`src/rtl/cam_pkg.sv`:
```
// Shared types for the CAM maintenance front-end: opcodes, response status,
// controller states and the EVAL-stage decision helper.
package cam_pkg;

   localparam int unsigned STAT_WIDTH = 16;

   typedef enum logic [1:0] {
      OP_INSERT = 2'd0,
      OP_DELETE = 2'd1,
      OP_SEARCH = 2'd2,
      OP_RSVD   = 2'd3
   } cam_op_e;

   typedef enum logic [1:0] {
      ST_OK        = 2'd0,
      ST_EXISTS    = 2'd1,
      ST_FULL      = 2'd2,
      ST_NOT_FOUND = 2'd3
   } cam_status_e;

   typedef enum logic [2:0] {
      S_INIT   = 3'd0,
      S_IDLE   = 3'd1,
      S_LOOKUP = 3'd2,
      S_EVAL   = 3'd3,
      S_WRITE  = 3'd4,
      S_RESP   = 3'd5
   } cam_upd_state_e;

   typedef struct packed {
      logic        write;   // a CAM write cycle follows
      logic        alloc;   // write targets the allocator slot with valid=1
      cam_status_e status;
   } cam_eval_t;

   // Outcome of a request given the registered lookup result; reserved op behaves as SEARCH.
   function automatic cam_eval_t cam_eval(input cam_op_e op, input logic hit, input logic avail);
      cam_eval_t res;
      res.write  = 1'b0;
      res.alloc  = 1'b0;
      res.status = ST_OK;
      case (op)
         OP_INSERT: begin
            if (hit) begin
               res.status = ST_EXISTS;
            end else if (!avail) begin
               res.status = ST_FULL;
            end else begin
               res.write = 1'b1;
               res.alloc = 1'b1;
            end
         end
         OP_DELETE: begin
            if (hit) res.write = 1'b1;
            else     res.status = ST_NOT_FOUND;
         end
         default: begin
            if (!hit) res.status = ST_NOT_FOUND;
         end
      endcase
      return res;
   endfunction

endpackage

```
`src/rtl/cam_free_alloc.sv`:
```
// Occupancy bitmap for the CAM slots with lowest-free-slot allocation and a
// registered free-entry count.
module cam_free_alloc
   import cam_pkg::*;
#(
   parameter int unsigned ADDR_WIDTH = 5
) (
   input  logic                  clk,
   input  logic                  reset,
   input  logic                  set_en,
   input  logic                  clr_en,
   input  logic [ADDR_WIDTH-1:0] idx,
   output logic [ADDR_WIDTH-1:0] alloc_idx,
   output logic                  alloc_avail,
   output logic [ADDR_WIDTH:0]   free_count
);
   localparam int unsigned DEPTH = 2**ADDR_WIDTH;
   localparam int unsigned CNT_W = ADDR_WIDTH + 1;

   logic [DEPTH-1:0] bitmap_q;
   logic [DEPTH-1:0] bitmap_nxt;

   always_comb begin
      bitmap_nxt = bitmap_q;
      if (set_en) bitmap_nxt[idx] = 1'b1;
      if (clr_en) bitmap_nxt[idx] = 1'b0;
   end

   // free_count tracks the bitmap on the same edge
   always_ff @(posedge clk) begin
      if (reset) begin
         bitmap_q   <= '0;
         free_count <= CNT_W'(DEPTH);
      end else begin
         bitmap_q   <= bitmap_nxt;
         free_count <= CNT_W'(DEPTH) - CNT_W'($countones(bitmap_nxt));
      end
   end

   // Lowest clear bit wins: scan from the top so the last hit is the lowest index
   always_comb begin
      alloc_idx   = '0;
      alloc_avail = 1'b0;
      for (int i = DEPTH - 1; i >= 0; i--) begin
         if (!bitmap_q[i]) begin
            alloc_idx   = ADDR_WIDTH'(i);
            alloc_avail = 1'b1;
         end
      end
   end

endmodule

```
`src/rtl/cam_update_ctrl.sv`:
```
// Insert/delete/search front-end owning cam_core's write and lookup ports; sweeps the
// table invalid after reset. Define CAM_UPD_STATS_EN for saturating outcome counters.
module cam_update_ctrl
   import cam_pkg::*;
#(
   parameter int unsigned DATA_WIDTH = 32,
   parameter int unsigned ADDR_WIDTH = 5
) (
   input  logic                  clk,
   input  logic                  reset,
   input  logic                  req_valid,
   output logic                  req_ready,
   input  logic [1:0]            req_op,
   input  logic [DATA_WIDTH-1:0] req_data,
   output logic                  rsp_valid,
   input  logic                  rsp_ready,
   output logic [1:0]            rsp_status,
   output logic [ADDR_WIDTH-1:0] rsp_addr,
   output logic                  cam_we,
   output logic [ADDR_WIDTH-1:0] cam_addr,
   output logic [DATA_WIDTH-1:0] cam_data,
   output logic                  cam_valid,
   output logic [DATA_WIDTH-1:0] lookup_data,
   input  logic [ADDR_WIDTH-1:0] lookup_addr,
   input  logic                  lookup_hit,
   output logic [ADDR_WIDTH:0]   free_count,
`ifdef CAM_UPD_STATS_EN
   output logic [STAT_WIDTH-1:0] stat_insert_cnt,
   output logic [STAT_WIDTH-1:0] stat_delete_cnt,
   output logic [STAT_WIDTH-1:0] stat_full_cnt,
`endif
   output logic                  init_done
);
   localparam int unsigned DEPTH = 2**ADDR_WIDTH;
   localparam int unsigned CNT_W = ADDR_WIDTH + 1;

   cam_upd_state_e        state_q;
   cam_upd_state_e        state_nxt;
   cam_op_e               op_q;
   logic [DATA_WIDTH-1:0] key_q;
   logic [DATA_WIDTH-1:0] key_nxt;
   logic [CNT_W-1:0]      sweep_q;
   logic                  sweep_done_c;
   logic                  accept_c;
   cam_eval_t             eval_c;
   logic [ADDR_WIDTH-1:0] eval_addr_c;
   logic [ADDR_WIDTH-1:0] alloc_idx;
   logic                  alloc_avail;
   logic                  set_en_c;
   logic                  clr_en_c;

   logic                  req_ready_d;
   logic                  rsp_valid_d;
   cam_status_e           rsp_status_d;
   logic [ADDR_WIDTH-1:0] rsp_addr_d;
   logic                  cam_we_d;
   logic [ADDR_WIDTH-1:0] cam_addr_d;
   logic [DATA_WIDTH-1:0] cam_data_d;
   logic                  cam_valid_d;
   logic [DATA_WIDTH-1:0] lookup_data_d;
   logic                  init_done_d;

   assign sweep_done_c = (sweep_q == CNT_W'(DEPTH));
   assign accept_c     = req_valid && req_ready;
   assign key_nxt      = accept_c ? req_data : key_q;
   assign eval_c       = cam_eval(op_q, lookup_hit, alloc_avail);
   assign eval_addr_c  = eval_c.alloc ? alloc_idx : (lookup_hit ? lookup_addr : '0);

   // Registered cam_addr/cam_valid identify the slot being written during WRITE
   assign set_en_c = (state_q == S_WRITE) && cam_valid;
   assign clr_en_c = (state_q == S_WRITE) && !cam_valid;

   cam_free_alloc #(
      .ADDR_WIDTH (ADDR_WIDTH)
   ) u_free_alloc (
      .clk         (clk),
      .reset       (reset),
      .set_en      (set_en_c),
      .clr_en      (clr_en_c),
      .idx         (cam_addr),
      .alloc_idx   (alloc_idx),
      .alloc_avail (alloc_avail),
      .free_count  (free_count)
   );

   always_ff @(posedge clk) begin
      if (reset) state_q <= S_INIT;
      else       state_q <= state_nxt;
   end

   always_comb begin
      state_nxt = state_q;
      case (state_q)
         S_INIT:   if (sweep_done_c) state_nxt = S_IDLE;
         S_IDLE:   if (accept_c) state_nxt = S_LOOKUP;
         S_LOOKUP: state_nxt = S_EVAL;
         S_EVAL:   state_nxt = eval_c.write ? S_WRITE : S_RESP;
         S_WRITE:  state_nxt = S_RESP;
         S_RESP:   if (rsp_ready) state_nxt = S_IDLE;
         default:  state_nxt = S_INIT;
      endcase
   end

   // Outputs are decoded from the next state so the registered copies line up with state_q
   always_comb begin
      req_ready_d   = 1'b0;
      rsp_valid_d   = 1'b0;
      rsp_status_d  = cam_status_e'(rsp_status);
      rsp_addr_d    = rsp_addr;
      cam_we_d      = 1'b0;
      cam_addr_d    = '0;
      cam_data_d    = '0;
      cam_valid_d   = 1'b0;
      lookup_data_d = key_nxt;
      init_done_d   = (state_nxt != S_INIT);
      case (state_nxt)
         S_INIT: begin
            cam_we_d      = 1'b1;
            cam_addr_d    = sweep_q[ADDR_WIDTH-1:0];
            lookup_data_d = '0;
         end
         S_IDLE: req_ready_d = 1'b1;
         S_WRITE: begin
            cam_we_d    = 1'b1;
            cam_addr_d  = eval_addr_c;
            cam_data_d  = key_q;
            cam_valid_d = eval_c.alloc;
         end
         S_RESP: rsp_valid_d = 1'b1;
         default: ;
      endcase
      if (state_q == S_EVAL) begin
         rsp_status_d = eval_c.status;
         rsp_addr_d   = eval_addr_c;
      end
   end

   always_ff @(posedge clk) begin
      if (reset) begin
         op_q        <= OP_INSERT;
         key_q       <= '0;
         sweep_q     <= '0;
         req_ready   <= 1'b0;
         rsp_valid   <= 1'b0;
         rsp_status  <= '0;
         rsp_addr    <= '0;
         cam_we      <= 1'b0;
         cam_addr    <= '0;
         cam_data    <= '0;
         cam_valid   <= 1'b0;
         lookup_data <= '0;
         init_done   <= 1'b0;
      end else begin
         if (accept_c) op_q <= cam_op_e'(req_op);
         key_q <= key_nxt;
         if (state_q == S_INIT && !sweep_done_c) sweep_q <= sweep_q + CNT_W'(1);
         req_ready   <= req_ready_d;
         rsp_valid   <= rsp_valid_d;
         rsp_status  <= rsp_status_d;
         rsp_addr    <= rsp_addr_d;
         cam_we      <= cam_we_d;
         cam_addr    <= cam_addr_d;
         cam_data    <= cam_data_d;
         cam_valid   <= cam_valid_d;
         lookup_data <= lookup_data_d;
         init_done   <= init_done_d;
      end
   end

`ifdef CAM_UPD_STATS_EN
   logic resp_entry_c;
   assign resp_entry_c = (state_nxt == S_RESP) && (state_q != S_RESP);

   // Outcome counters bump once per response, saturating at all-ones
   always_ff @(posedge clk) begin
      if (reset) begin
         stat_insert_cnt <= '0;
         stat_delete_cnt <= '0;
         stat_full_cnt   <= '0;
      end else if (resp_entry_c) begin
         if (op_q == OP_INSERT && rsp_status_d == ST_OK && stat_insert_cnt != '1)
            stat_insert_cnt <= stat_insert_cnt + STAT_WIDTH'(1);
         if (op_q == OP_DELETE && rsp_status_d == ST_OK && stat_delete_cnt != '1)
            stat_delete_cnt <= stat_delete_cnt + STAT_WIDTH'(1);
         if (rsp_status_d == ST_FULL && stat_full_cnt != '1)
            stat_full_cnt <= stat_full_cnt + STAT_WIDTH'(1);
      end
   end
`endif

endmodule

```
`config.mk`:
```
export PLATFORM = sky130hd
export DESIGN_NAME = cam_update_ctrl
export DESIGN_NICKNAME = d
export VERILOG_FILES = /design/src/rtl/cam_pkg.sv /design/src/rtl/cam_free_alloc.sv /design/src/rtl/cam_update_ctrl.sv
export SDC_FILE = /design/constraint.sdc
export NUM_CORES = 1
export LEC_CHECK = 0
export CAP_MARGIN = 20
export CORE_ASPECT_RATIO = 1.25
export CORE_UTILIZATION = 40
export DETAILED_ROUTE_END_ITERATION = 6
export GPL_TIMING_DRIVEN = 1
export HOLD_SLACK_MARGIN = 0.06
export PLACE_DENSITY = 0.7
export SLEW_MARGIN = 20
export SYNTH_ARGS = -nofsm -noshare
export SYNTH_HDL_FRONTEND = slang
export SYNTH_SLANG_ARGS = --single-unit
```
`constraint.sdc`:
```
create_clock -name clk -period 7 [get_ports clk]
set_input_delay 1.4 -clock clk [delete_from_list [all_inputs] [get_ports clk]]
set_output_delay 1.4 -clock clk [all_outputs]
set_load 0.005 [all_outputs]
```
==> impl_metrics.csv, run 1 <==
group,metric,value,unit
clock_network,cts_hold_buf,0,
global_routing,grt_usage,0.1846,
route,routed_via_density,4.963,
synth,syn_avg_cell_area,9.935,um^2
route,drt_iter0_markers,243,
route,ant_nets,0,
clock_network,numCtsBuffers,17,
clock_network,clk_path_buf_depth,2,
synth,yosysTopAreaCell,"dfxtp_1",
global_routing,antenna_found_initial,0,
route,drt_drc_violations_left,0,
worst_setup_path,arrival,6270,ps
pwr,irDropWorstVdd,0.1642,mV
die,core_area,18030,um^2
worst_hold_path,whs_path_depth,2,
route,top_layer,"met4",
layout,antenna_cells,0,
clock_network,cts_tree,"done",
route,wl_met2,7836,um
worst_setup_path,crit_required,7280,ps
clock_network,cts-resized-gates,0,
timing,min_period,5989,ps
synth,synth_cells,741,
synth,synth_edf_count,0,
placed_design,dpl_cell_area,8797,um^2
global_routing,grt.overflow.total,0,
placed_design,globalplace.congestion,0.8245,
route,vias,5444,
clock_network,htree_levels,4,
timing,finalCritPeriodShare,0.8555,
clock_network,cts.sinks,162,
timing,setup_viol,0,
synth,netlist_top_cells_count,"dfxtp_1, nor2_1, inv_1, nand2_1, nor3_1",
clock_network,cts.reportedPaths.clkPinSlew,70,ps
timing,finClkSkew,15.92,ps
timing,tns,0,ps
timing,grt_setup_unrepaired,"false",
placed_design,dp_hpwl,12070,um
worst_setup_path,reg2reg_depth,19,
die,die_w,123.3,um
layout,synthToLayoutAreaGrowth,28.37,%
timing,final_max_slew_viol_count,0,
synth,synth_cell_type_count,52,
global_routing,grt_pass1_vias,5428,
synth,synth_async_sr_flop_share,0,
synth,ys_seq_area_frac,0.4405,
placed_design,port_buffers,130,
die,ios,131,
worst_setup_path,path_max_fanout,9,
route,dr_wl_met3,1112,um
route,post_drt_wl_per_cell,15.19,um
layout,drive_gt1_frac,0.1323,
timing,hold_violations,0,
worst_setup_path,critPathCaptureType,"flop",
synth,yosys-top-cells-area,"dfxtp_1, fa_1, ha_1, mux2_2, mux2i_1",
timing,fmax,167.0,MHz
die,start_util,0.4083,
timing,worst_pin_slew,1097,ps
outcome,status,"finished, final reports clean",
synth,synthMostInstantiatedCell,"dfxtp_1",
worst_hold_path,hp-class,"reg -> reg",
synth,yosys_warnings,0,
die,dieArea,18950,um^2
worst_setup_path,path_class,"reg -> reg",
route,drt_pass1_iterations,4,
clock_network,clkLatencyLatePin,420,ps
synth,ys_ff_latch,162,
global_routing,grt_max_degree,66,
timing,relSlewSlack,0.2678,
global_routing,grt_pass1_wl,27180,um
worst_setup_path,r2r_slack,1010,ps
flow_run,maxCapViolCount,0,
synth,synth.top_cell.area_share,0.4405,
pwr,power_leakage,3.932,nW
synth,syn-num-nets,843,
synth,syn_area,7362,um^2
layout,final_nets,958,
route,wl,16660,um
synth,synthFlopType,"dfxtp_1",
layout,stdcell_area,9450,um^2
pwr,p_per_area,210.5,nW/um^2
worst_setup_path,start_kind,"flop",
die,die_y,153.7,um
clock_network,post_cts_buffers,0,
die,num_rows,55,
route,wl_met1,7277,um
clock_network,clock-root-buffer,"clkbuf_16",
## cells by family (layout without fill, tap and decap cells)
family | Yosys count | in the layout | share of synthesized area
AO/OA/AOI/OAI | 56 | 56 | 0.05405
XOR/XNOR | 7 | 7 | 0.008328
adder cells (fa/ha/maj) | 58 | 58 | 0.1241
buffers and inverters | 98 | 226 | 0.05592
flip-flops | 162 | 162 | 0.4405
multiplexers | 63 | 63 | 0.09075
AND/OR/NAND/NOR | 297 | 297 | 0.2264
## metrics by stage
| stage | power (W) | hold WS (ps) | std cells | setup WS, ps | utilization |
|---|---|---|---|---|---|
| 2_1_floorplan | 0.0009683 | 429.5 | 741 | 1398 | - |
| 3_3_place_gp | 0.001002 | 438.5 | 1065 | 1122 | 0.4879 |
| 3_5_place_dp | 0.001001 | 439.0 | 1065 | 1037 | 0.4879 |
| 4_1_cts | 0.002007 | 451.6 | 1097 | 1011 | 0.5239 |
| 5_1_grt | 0.002055 | 475.5 | 1097 | 652.3 | 0.5242 |
| 6_report | 0.001989 | 448.3 | 1097 | 1011 | 0.5242 |
## metal layers
metal / up-vias / track usage
met5: - / 0
met4: 0 / 0.07860
met3: 33 / 0.05082
met2: 176 / 0.3046
met1: 2526 / 0.2226
li1: 2709 / -
## final timing paths
path | start | to
min reg2reg | rsp_status[0] | rsp_status[0]
min | rsp_status[0] | rsp_status[0]
max reg2reg | state_q[0] | u_free_alloc.free_count[4]
max | state_q[0] | u_free_alloc.free_count[4]
## worst max-delay path, stage by stage (launching register included)
cell and delay, ps:
dfxtp_1 400, nor2_1 210, nand2_1 110, or3_1 480, nor2_1 170, mux2_2 360
ha_1 280, inv_1 50, fa_1 460, fa_1 550, inv_1 50, fa_1 460
fa_1 550, fa_1 560, inv_1 40, ha_1 200, ha_1 210, fa_1 380
xnor2_1 250, nor2_1 80
## flip-flops by register name, summed over array words and instances, names as in the netlist, 2 cells and up
| register | flops |
|---|---|
| u_free_alloc.free_count | 6 |
| lookup_data | 32 |
| op_q | 2 |
| rsp_status | 2 |
| sweep_q | 6 |
| state_q | 3 |
| cam_data | 32 |
| cam_addr | 5 |
| key_q | 32 |
| rsp_addr | 5 |
| u_free_alloc.bitmap_q | 32 |
## layout make-up
| type | count | area, um^2 |
|---|---|---|
| tap | 228 | 285.3 |
| fill | 1648 | 8579 |
| multi-input combinational | 481 | 3724 |
| clock buffer | 18 | 429.2 |
| timing repair buffer | 133 | 1321 |
| sequential | 162 | 3243 |
| inverter | 61 | 229.0 |
| clock inverter | 14 | 219.0 |
## layout by cell type, fill, tap and decap left out, types with 5 or more instances in the layout
cell,netlist,layout
inv_1,61,61
clkbuf_16,0,17
a21oi_1,15,15
nor2_1,83,82
nor2b_1,38,38
and2_4,29,29
nand3_1,8,8
nand2_1,42,41
fa_1,25,25
xor2_1,5,5
o21ai_0,14,14
nor3_1,39,39
ha_1,33,33
o31ai_1,5,5
mux2_2,30,30
and3_1,5,5
clkdlybuf4s50_1,0,129
mux2i_1,33,33
dfxtp_1,162,162
nand4_1,12,12
and2_1,8,8
## report_power, final
| part | switching (W) | internal, W | leakage, nW | total (W) |
|---|---|---|---|---|
| clock network | 0.000398 | 0.000610 | 0.312 | 0.00101 |
| logic | 0.0000240 | 0.0000284 | 2.31 | 0.0000524 |
| registers | 0.00000416 | 0.000924 | 1.31 | 0.000928 |
Power figures use the tool's default switching activity.
==> run 2, diff against run 1 <==
- ABC_AREA: unset -> 1
- PLACE_DENSITY: 0.7 -> 0.71
==> impl_metrics.csv, run 2 <==
group,metric,value,unit
layout,final_common_cell,"dfxtp_1",
worst_hold_path,whs_path_depth,2,
die,num_rows,54,
placed_design,dp_hpwl,12570,um
synth,syn_area,7097,um^2
global_routing,grt_pass1_vias,5717,
clock_network,clock-root-buffer,"clkbuf_16",
clock_network,clk_path_buf_depth,2,
worst_setup_path,arrival,6260,ps
worst_setup_path,cpMaxStageDelayCell,"nor2_1",
worst_setup_path,reg2reg_depth,21,
route,wl,17010,um
layout,final_nets,1133,
worst_setup_path,path_max_fanout,13,
global_routing,grt_pass1_wl,27320,um
timing,finalCritPeriodShare,0.8489,
worst_setup_path,r2r_slack,1060,ps
synth,ys_ff_latch,162,
synth,synthFlopType,"dfxtp_1",
placed_design,pre_cts_slack,1063,ps
worst_setup_path,path_buf_inv,5,
pwr,p_per_area,210.2,nW/um^2
placed_design,port_buffers,130,
worst_setup_path,critical_path.cell_chain,"inv_2, nor2_1, nand2_1, nor2_1, buf_4, a31oi_1, ha_1, fa_1, inv_1, fa_1, inv_1, fa_1, fa_1, fa_1, inv_1, fa_1, ha_1, a21o_1, a21oi_1, o21ai_1, a21o_1",
timing,hold_violations,0,
clock_network,cts_tree,"done",
worst_setup_path,path_depth,21,
clock_network,htree_levels,4,
timing,worst_pin_slew,813.5,ps
worst_setup_path,critical-path-max-stage-delay,540,ps
synth,netlist_top_cells_count,"dfxtp_1, nand2_1, inv_1, nor2_1, a21oi_1",
synth,synthMostInstantiatedCell,"dfxtp_1",
clock_network,cts.reportedPaths.clkPinSlew,70,ps
die,die_w,121.1,um
synth,synth_async_sr_flop_share,0,
global_routing,antenna_found_initial,0,
timing,finClkSkew,9.439,ps
synth,synth_cells,905,
synth,syn-num-nets,1007,
layout,layout_common_cells,"dfxtp_1, nand2_1, inv_1",
route,drt_pass1_iterations,5,
synth,yosysTopAreaCell,"dfxtp_1",
global_routing,grt_max_degree,69,
worst_setup_path,crit_required,7320,ps
flow_run,maxCapViolCount,0,
layout,multi_input_area,2989,um^2
timing,fin_ws,1057,ps
pwr,power_leakage,3.944,nW
route,drt_iter0_markers,263,
layout,fill_cells,1668,
route,post_drt_wl_per_cell,13.42,um
synth,ys_seq_area_frac,0.4570,
synth,synth.top_cell.area_share,0.4570,
worst_hold_path,hp-class,"reg -> reg",
worst_setup_path,path_common_cell,"fa_1",
clock_network,numCtsBuffers,17,
route,drt_drc_violations_left,0,
synth,syn_avg_cell_area,7.842,um^2
outcome,status,"finished, final reports clean",
route,routed_via_density,4.673,
layout,antenna_cells,0,
timing,setup_viol,0,
timing,min_period,5943,ps
timing,relSlewSlack,0.4576,
global_routing,grt.overflow.total,0,
route,ant_nets,0,
synth,synth_cell_type_count,35,
global_routing,grt_usage,0.1955,
route,vias,5925,
clock_network,clkLatencyLatePin,430,ps
worst_setup_path,critPathCaptureType,"flop",
synth,yosys-top-cells-area,"dfxtp_1, nand2_1, inv_1, fa_1, nor2_1",
clock_network,cts_hold_buf,0,
die,die_y,150.9,um
timing,grt_setup_unrepaired,"false",
synth,synth_edf_count,0,
clock_network,cts-resized-gates,0,
pwr,irDropWorstVdd,0.2101,mV
die,start_util,0.4071,
timing,tns,0,ps
worst_setup_path,path_class,"reg -> reg",
die,ios,131,
timing,fmax,168.3,MHz
layout,synthToLayoutAreaGrowth,29.43,%
layout,layout.area.seq,3243,um^2
synth,yosys_warnings,0,
die,dieArea,18280,um^2
clock_network,post_cts_buffers,0,
placed_design,globalplace.congestion,0.9150,
die,core_area,17430,um^2
worst_setup_path,cp_top_family,"adder cells",
clock_network,cts.sinks,162,
timing,final_max_slew_viol_count,0,
layout,drive_gt1_frac,0.09483,
worst_setup_path,start_kind,"flop",
[run 2: layer usage]
layer | part of all wire | global-route usage | up-vias
met1 | 0.39 | 0.2113 | 2680
met5 | 0 | 0 | -
met2 | 0.50 | 0.3400 | 171
li1 | - | - | 3038
met3 | 0.074 | 0.06514 | 36
met4 | 0.035 | 0.09815 | 0
[run 2: cell type report]
cell class | count | area share
sequential | 162 | 0.3531
multi-input combinational | 519 | 0.3254
timing repair buffer | 136 | 0.1460
inverter | 195 | 0.07996
clock buffer | 19 | 0.04713
tap | 224 | 0.03051
clock inverter | 13 | 0.01784
[run 2: where the power goes]
part	total (W)	switching, W	internal (W)
logic	0.0000564	0.0000268	0.0000296
registers	0.000927	0.00000287	0.000924
clock network	0.000947	0.000406	0.000541
[run 2: cell families after synthesis]
group                    Yosys count  synth area share
AND/OR/NAND/NOR                  294            0.1657
multiplexers                       1          0.001410
flip-flops                       162            0.4570
AO/OA/AOI/OAI                    165            0.1238
XOR/XNOR                           1          0.001234
buffers and inverters            224            0.1222
adder cells (fa/ha/maj)           58            0.1287
[run 2: worst paths after layout]
check | startpoint | endpoint
worst max-delay path | state_q[2] | u_free_alloc.free_count[5]
worst min-delay path | key_q[21] | cam_data[21]
worst max register to register | state_q[2] | u_free_alloc.free_count[5]
worst min register to register | key_q[21] | cam_data[21]
[run 2: worst register-to-register path, delay by kind of cell, from the launching register on]
family | cells | cell delay (ps)
buffers and inverters | 5 | 550
adder cells (fa/ha/maj) | 8 | 3320
AND/OR/NAND/NOR | 3 | 900
flip-flops | 1 | 380
AO/OA/AOI/OAI | 5 | 700
[run 2: per-stage QoR]
stage / cell area (um^2) / std cells / hold slack, ps / total power, W / util
after floorplan: 7097 / 905 / 416.0 / 0.0009706 / -
after global placement: 8588 / 1236 / 419.3 / 0.001004 / 0.4927
after detailed placement: 8588 / 1236 / 427.8 / 0.001005 / 0.4927
after CTS: 9185 / 1268 / 434.0 / 0.001947 / 0.5269
after global routing: 9185 / 1268 / 450.3 / 0.001997 / 0.5269
final: 9185 / 1268 / 432.4 / 0.001931 / 0.5269
==> run 3, diff against run 2 <==
- PLACE_DENSITY: 0.71 -> 0.73
- clock period: 7 -> 5.3 ns (I/O delays scaled with it)
==> impl_metrics.csv, run 3 (same netlist as run 2, synthesis figures left out) <==
group,metric,value,unit
outcome,status,"complete, but fails checks",
outcome,violations,"negative setup slack",
worst_setup_path,r2r_slack,-5,ps
timing,setup_viol,1,
worst_setup_path,r2r-start,"state_q[2]",
layout,layout_common_cells,"dfxtp_1, nand2_1, inv_1",
global_routing,grt_pass1_wl,29090,um
timing,hold_violations,0,
worst_setup_path,crit_required,5630,ps
die,start_util,0.4071,
worst_setup_path,critical-path-max-stage-delay,570,ps
pwr,p_per_area,248.0,nW/um^2
pwr,power_leakage,4.366,nW
clock_network,cts_tree,"done",
timing,fin_ws,-5.499,ps
clock_network,numCtsBuffers,17,
worst_setup_path,path_class,"reg -> reg",
worst_setup_path,cpMaxStageDelayCell,"fa_1",
timing,relSlewSlack,0.4057,
layout,stdcell_area,10220,um^2
placed_design,dp_hpwl,12920,um
placed_design,port_buffers,130,
route,wl,18740,um
route,post_drt_wl_per_cell,13.90,um
worst_hold_path,hp-class,"reg -> reg",
global_routing,grt_usage,0.2067,
clock_network,cts_hold_buf,0,
global_routing,grt_pass1_vias,6209,
flow_run,maxCapViolCount,0,
clock_network,clkLatencyLatePin,430,ps
timing,min_period,5305,ps
die,die_y,150.9,um
timing,finalCritPeriodShare,1.001,
layout,final_common_cell,"dfxtp_1",
route,drt_pass1_iterations,7,
clock_network,htree_levels,4,
pwr,p_comb_frac,0.035,
worst_setup_path,start_kind,"flop",
layout,final_nets,1213,
clock_network,clock-root-buffer,"clkbuf_16",
pwr,intPower,0.001913,W
worst_setup_path,path_max_fanout,6,
timing,grt_setup_unrepaired,"true",
pwr,p_switching,0.0006207,W
worst_setup_path,arrival,5630,ps
global_routing,grt_max_degree,68,
timing,fmax,188.5,MHz
layout,layout.area.seq,3256,um^2
route,vias,6363,
placed_design,dpl_cell_area,9128,um^2
die,ios,131,
worst_setup_path,critical_path.cell_chain,"inv_2, nor2_4, nand2_4, nor2_4, buf_4, buf_4, a21oi_2, a21oi_1, ha_2, fa_1, inv_1, fa_2, inv_1, fa_1, fa_2, inv_2, fa_1, fa_1, ha_1, a21o_1, a21oi_2, o21ai_1, a21o_1",
layout,antenna_cells,0,
global_routing,antenna_found_initial,0,
route,drt_iter0_markers,365,
pwr,power_frac_seq,0.483,
clock_network,cts.reportedPaths.clkPinSlew,70,ps
worst_setup_path,reg2reg_to,"u_free_alloc.free_count[5]",
die,die_w,121.1,um
timing,tns,-5.499,ps
pwr,netSwitchingFraction,0.2450,
layout,synthToLayoutAreaGrowth,43.95,%
placed_design,globalplace.congestion,0.8784,
timing,finClkSkew,12.89,ps
worst_setup_path,critical_path.endpoint,"u_free_alloc.free_count[5]",
die,core_area,17430,um^2
layout,multi_input_area,3352,um^2
timing,worst_pin_slew,889.3,ps
clock_network,cts.sinks,162,
worst_setup_path,path_common_cell,"fa_1",
route,routed_via_density,4.720,
global_routing,grt.overflow.total,0,
route,drt_drc_violations_left,0,
layout,drive_gt1_frac,0.2384,
pwr,irDropWorstVdd,0.2022,mV
die,dieArea,18280,um^2
layout,fill_cells,1474,
pwr,p_clk_frac,0.482,
worst_setup_path,startpoint,"state_q[2]",
worst_setup_path,critPathCaptureType,"flop",
route,ant_nets,0,
clock_network,clk_path_buf_depth,2,
die,num_rows,54,
worst_setup_path,reg2reg_depth,23,
timing,final_max_slew_viol_count,0,
[run 3: cell count changes in the layout (fill, tap and decap cells not counted), moves of 9 or more]
cell	change
nor2_4	+9
a21oi_1	-14
nor2_1	-15
ha_2	+11
ha_1	-13
buf_4	+72
a21oi_2	+12
[run 3: power groups by stage]
stage / Combinational [W] / Clock, W / Sequential [W]
6_report: 0.0000899 / 0.00122 / 0.00122
4_1_cts: 0.0000866 / 0.00124 / 0.00122
2_1_floorplan: 0.0000310 / 0 / 0.00125
5_1_grt: 0.0000983 / 0.00129 / 0.00122
3_3_place_gp: 0.0000844 / 0 / 0.00125
3_5_place_dp: 0.0000847 / 0 / 0.00125
[run 3: worst max-delay path: cells and delay by family, from the launching register on]
family                     cells  cell delay (ps)
adders and majority gates      8             3220
DFF                            1              320
buffers and inverters          6              560
AOI/OAI and AO/OA              6              850
and+or+nand+nor                3              230
[run 3: worst min path at each step]
stage	to	depth (start not counted)	start
floorplan	cam_data[0]	2	key_q[0]
global placement	cam_data[29]	2	key_q[29]
detailed placement	cam_data[29]	2	key_q[29]
CTS	cam_data[5]	2	key_q[5]
global route	cam_data[1]	2	key_q[1]
finish	cam_data[5]	2	key_q[5]
[run 3: repair_timing]
| item | in CTS | in global routing |
|---|---|---|
| pin swaps | 15 | 34 |
| resized for setup | 37 | 67 |
| endpoints found under the setup margin | 3 | 3 |
| hold endpoints to repair | 0 | 0 |
| buffers inserted | 3 | 12 |
[run 3: per-layer routing]
layer	wire length (um)	vias up	global-route usage
met1	7122	2933	0.2186
met2	9497	180	0.3617
met3	1498	40	0.08057
li1	-	3210	-
met4	617	0	0.09259
met5	0	-	0
[run 3: final cells by class]
cell class / count / share of cell area
Clock buffer: 18 / 0.04299
Inverter: 195 / 0.07263
Timing Repair Buffer: 216 / 0.1947
Tap cell: 224 / 0.02743
Multi-Input combinational cell: 519 / 0.3281
Sequential cell: 162 / 0.3187
Clock inverter: 14 / 0.01543
[run 3: stage by stage]
stage,hold WS (ps),instances,setup slack [ps],total power (W),util
after floorplan,416.0,905,2.863,0.001282,-
after global placement,419.8,1301,-142.5,0.001336,0.5236
after detailed placement,427.9,1301,-223.8,0.001336,0.5236
after CTS,435.5,1336,2.173,0.002551,0.5667
after global routing,448.3,1348,-191.9,0.002615,0.5861
final,432.6,1348,-5.499,0.002534,0.5861
